### src/rtl/serial_word_tx.sv
// serial_word_tx: parallel-to-serial word transmitter, MSB first on OQ.
// A shift register plus one holding register let back-to-back words stream
// with no gap bits. Provides an idle level, a word-start marker (FRAME) and a
// sticky underrun flag raised when the stream breaks between words.
module serial_word_tx #(
    parameter int   DATA_WIDTH = 8,
    parameter logic IDLE_BIT   = 1'b0
) (
    input  logic                  CLK,
    input  logic                  RST,
    input  logic                  CE,
    input  logic [DATA_WIDTH-1:0] DIN,
    input  logic                  DIN_VALID,
    output logic                  DIN_READY,
    output logic                  OQ,
    output logic                  FRAME,
    output logic                  UNDERRUN,
    input  logic                  UNDERRUN_CLR
);
    localparam int CW = $clog2(DATA_WIDTH);
    localparam logic [CW-1:0] LAST = CW'(DATA_WIDTH - 1);

    logic [DATA_WIDTH-1:0] sr;
    logic [DATA_WIDTH-1:0] hold;
    logic                  hold_v;
    logic                  busy;
    logic [CW-1:0]         cnt;
    logic                  oq_r;
    logic                  frame_r;
    logic                  underrun_r;

    logic xfer;
    logic load;

    // Ready depends only on registered state and the RST/CE pins, never on DIN_VALID.
    always_comb begin
        DIN_READY = !hold_v && !RST && CE;
        xfer      = DIN_VALID && DIN_READY;
        load      = CE && (!busy || (cnt == LAST));
    end

    assign OQ       = oq_r;
    assign FRAME    = frame_r;
    assign UNDERRUN = underrun_r;

    // Datapath: reset truncates any word in flight; CE=0 freezes everything.
    always_ff @(posedge CLK) begin
        if (RST) begin
            sr         <= '0;
            hold       <= '0;
            hold_v     <= 1'b0;
            busy       <= 1'b0;
            cnt        <= '0;
            oq_r       <= IDLE_BIT;
            frame_r    <= 1'b0;
            underrun_r <= 1'b0;
        end else if (CE) begin
            // Clear first so that a same-edge set takes priority.
            if (UNDERRUN_CLR)
                underrun_r <= 1'b0;
            if (load) begin
                if (hold_v) begin
                    // HOLD is full, so ready was low and no transfer can collide here.
                    oq_r    <= hold[DATA_WIDTH-1];
                    sr      <= {hold[DATA_WIDTH-2:0], 1'b0};
                    cnt     <= '0;
                    busy    <= 1'b1;
                    frame_r <= 1'b1;
                    hold_v  <= 1'b0;
                end else if (xfer) begin
                    // Bypass: the incoming word goes straight into the shifter.
                    oq_r    <= DIN[DATA_WIDTH-1];
                    sr      <= {DIN[DATA_WIDTH-2:0], 1'b0};
                    cnt     <= '0;
                    busy    <= 1'b1;
                    frame_r <= 1'b1;
                end else begin
                    oq_r    <= IDLE_BIT;
                    busy    <= 1'b0;
                    frame_r <= 1'b0;
                    if (busy)
                        underrun_r <= 1'b1;
                end
            end else begin
                // Mid-word shift; a transfer now parks the next word in HOLD.
                oq_r    <= sr[DATA_WIDTH-1];
                sr      <= {sr[DATA_WIDTH-2:0], 1'b0};
                cnt     <= cnt + 1'b1;
                frame_r <= 1'b0;
                if (xfer) begin
                    hold   <= DIN;
                    hold_v <= 1'b1;
                end
            end
        end
    end
endmodule

### config.mk
export PLATFORM = sky130hd
export DESIGN_NAME = serial_word_tx
export DESIGN_NICKNAME = d
export VERILOG_FILES = /design/src/rtl/serial_word_tx.sv
export SDC_FILE = /design/constraint.sdc
export NUM_CORES = 1
export LEC_CHECK = 0
export ABC_AREA = 0
export CAP_MARGIN = 20
export CORE_ASPECT_RATIO = 1.5
export CORE_MARGIN = 3
export CORE_UTILIZATION = 35
export DETAILED_ROUTE_END_ITERATION = 7
export SYNTH_ARGS = -nofsm -noshare
export SYNTH_HDL_FRONTEND = slang
export SYNTH_SLANG_ARGS = --single-unit
### constraint.sdc
create_clock -name CLK -period 3 [get_ports CLK]
set_input_delay 0.3 -clock CLK [delete_from_list [all_inputs] [get_ports CLK]]
set_output_delay 0.3 -clock CLK [all_outputs]
set_load 0.03 [all_outputs]
==> metrics.cfg <==
[global_route]
grt_pass1_wl_um=4650
grt_overflow=0
grt_max_degree=20
grt_antenna_before_repair=0
first_global_vias=1046
grt_use_total=0.144

[timing]
hold_viol=0
fmax_ghz=0.474
timing.final.crit_share=0.704
fin_crit_ns=2.11
rsz0062_at_grt=no
finalClockSkew_ns=0.00307
relSlewSlack=0.611
slew_violations=0
tns_ns=0
setup_viol=0
worst_pin_slew_ns=0.582

[critical_path]
reg2reg_from=cnt[0]$_SDFFE_PP0P_
worstPathArrival_ns=1.81
critPathTopFamily=buffers and inverters
critical_path_buf_inv_count=3
required_ns=2.70
worstPathMaxFanout=19
cp_num_cells=5
slowest_stage=clkdlybuf4s50_1
crit_path_end_kind=primary output
worstPathCellList=clkdlybuf4s50_1 > buf_4 > nor2b_1 > nor2b_1 > buf_4
crit_type=in -> out
critPathLaunchType=primary input
max_stage_delay_ns=0.46
cp-endpoint=DIN_READY
r2r_end=OQ$_SDFFE_PP0P_
startpoint=CE
r2r_slack_ns=1.31
worstRegToRegCells=5

[clock_tree]
cts_tree=done
cts_sinks=23
cts-buffers-inserted=3
holdBufCountCts=0
cts_root_buf=clkbuf_8
cts_setup_buffers=0
insertion_delay_ns=0.26
cts.clk_slew.worst_paths_ns=0.08
htree_levels=1
clk_path_buf_depth=2
postCtsResizedCells=0

[logic_synthesis]
synthMuxAreaShare=0.0629
ys_ff_latch=23
synth_cell_types=33
yosys.area_share.adder=0.0203
synth_top_family_by_area=compound AO/OA/AOI/OAI gates
synth_edf_count=0
seq_area_frac_synth=0.374
synth-simple-area-share=0.220
ys_warn_count=0
async_reset_ff_frac=0
syn_area_per_cell_um2=9.00
syn_area_um2=1230
synth_nets=152
yosys.area_share.xor_xnor=0
synthFlopType=dfxtp_1
synth_compound_area_frac=0.242
syn_inst=137

[final_layout]
utilization=0.442
multi_input_area_um2=672
fillers=356
final_nets=164
final_area_um2=1440
drive_gt1_frac=0.162
antennaDiodeCount=0
area_delta_synth_final_pct=16.6
finalNonFillerCells=188
seq_area_um2=460

[power_and_ir_drop]
pwr_density_cell_nw_per_um2=427
internal_power_uw=457
p_switching_uw=158
clkPwrFrac=0.312
switching_share=0.257
ir_worst_vdd_uv=223
seqPwrFrac=0.529
p_comb_frac=0.159
p_leak_uw=0.000471
finalPower_uw=614

[floorplanning]
core_area_um2=3250
initial_utilization=0.379
die_x_um=54.5
die_h_um=78.7
rows=25
io_pins=17
die_area_um2=4280

[drt]
drt-met1-wl_um=1120
wl_met3_um=104
drc_errors=0
drtAntennaViolNets=0
dr.pass1.iters=4
vias_per_cell=5.41
first_iter_violations=14
wire_per_inst_um=14.0
num_vias=1018
wirelength_um=2630
highest_layer=met4
met2_wirelength_um=1370

[placement]
dp_cells=184
dp_hpwl_um=1920
gp_congestion=0.854
dpl_cell_area_um2=1390
io_buffers=16

[flow_run]
cap_violations=0

[run_status]
outcome=finished clean

[worst_hold_path]
hp-class=reg -> reg

## cell usage after synthesis, drive strengths merged (4+ instances only)
master	number	area [um^2]
dfxtp	23	460
buf	9	58.8
o21ai	9	45.0
nand3	10	50.1
nand2b	4	25.0
nor2b	8	50.1
o311ai	6	97.6
inv	8	30.0
a21oi	12	60.1
nand4	6	37.5
mux2	6	67.6
nand2	11	41.3
## metal layers
metal  vias to the layer above  global-route usage
li1                        516                   -
met3                         2              0.0190
met1                       480               0.174
met2                        20               0.243
met5                         -                   0
met4                         0              0.0623
## cells by family after synthesis
logic type	Yosys count
adder cells (fa/ha/maj)	2
AO/OA/AOI/OAI	37
AND/OR/NAND/NOR	48
multiplexers	7
flip-flops	23
buffers and inverters	20
## sequential cells by signal, indices dropped and copies added, names as in the netlist
| register | flops |
|---|---|
| busy | 1 |
| FRAME | 1 |
| OQ | 1 |
| hold | 8 |
| sr | 7 |
| cnt | 3 |
| hold_v | 1 |
| UNDERRUN | 1 |
## how the worst min path moves through the flow
stage	start	to	slack (ns)	cells after the start
floorplan	DIN[0]	hold[0]$_SDFFE_PP0P_	0.45	2
global placement	UNDERRUN$_SDFFE_PP0P_	UNDERRUN$_SDFFE_PP0P_	0.44	2
detailed placement	UNDERRUN$_SDFFE_PP0P_	UNDERRUN$_SDFFE_PP0P_	0.45	2
CTS	UNDERRUN$_SDFFE_PP0P_	UNDERRUN$_SDFFE_PP0P_	0.46	2
global route	UNDERRUN$_SDFFE_PP0P_	UNDERRUN$_SDFFE_PP0P_	0.49	2
finish	UNDERRUN$_SDFFE_PP0P_	UNDERRUN$_SDFFE_PP0P_	0.46	2
## metrics by stage
stage	hold slack, ns	setup slack (ns)
2_1_floorplan	0.448	1.48
3_3_place_gp	0.443	0.943
3_5_place_dp	0.452	0.925
4_1_cts	0.463	0.902
5_1_grt	0.493	0.706
6_report	0.458	0.889
## worst reg2reg max path: stages (launching register included)
cell and delay (ns):
dfxtp_1 0.32, ha_1 0.19, ha_1 0.25, nand2b_1 0.36, and3_1 0.28, a211oi_1 0.21
## layout by cell type (no fill, tap or decap), types with 4 or more instances in the layout
master and n:
a21oi_1 12, buf_4 4, clkdlybuf4s50_1 15, dfxtp_1 23
inv_1 8, mux2_2 6, nand2_1 11, nand2b_1 4
nand3_1 10, nand4_1 6, nor2b_1 8, o21ai_0 9
o311ai_2 6
## final cells by class
class                   instances  share of cell area
multi-input cells              94               0.467
repair buffers                 19               0.125
clock buffers                   4              0.0313
well taps                      40              0.0348
inverters                       8              0.0209
flip-flops and latches         23               0.320
## power groups by stage
stage / combinational, uW / sequential (uW) / clock, uW
after floorplan: 67.7 / 331 / 0
after global placement: 96.9 / 332 / 0
after detailed placement: 97.9 / 332 / 0
after CTS: 98.7 / 325 / 200
after global routing: 108 / 327 / 213
final: 97.9 / 325 / 191
No activity file was read; power rests on OpenSTA's default activity.
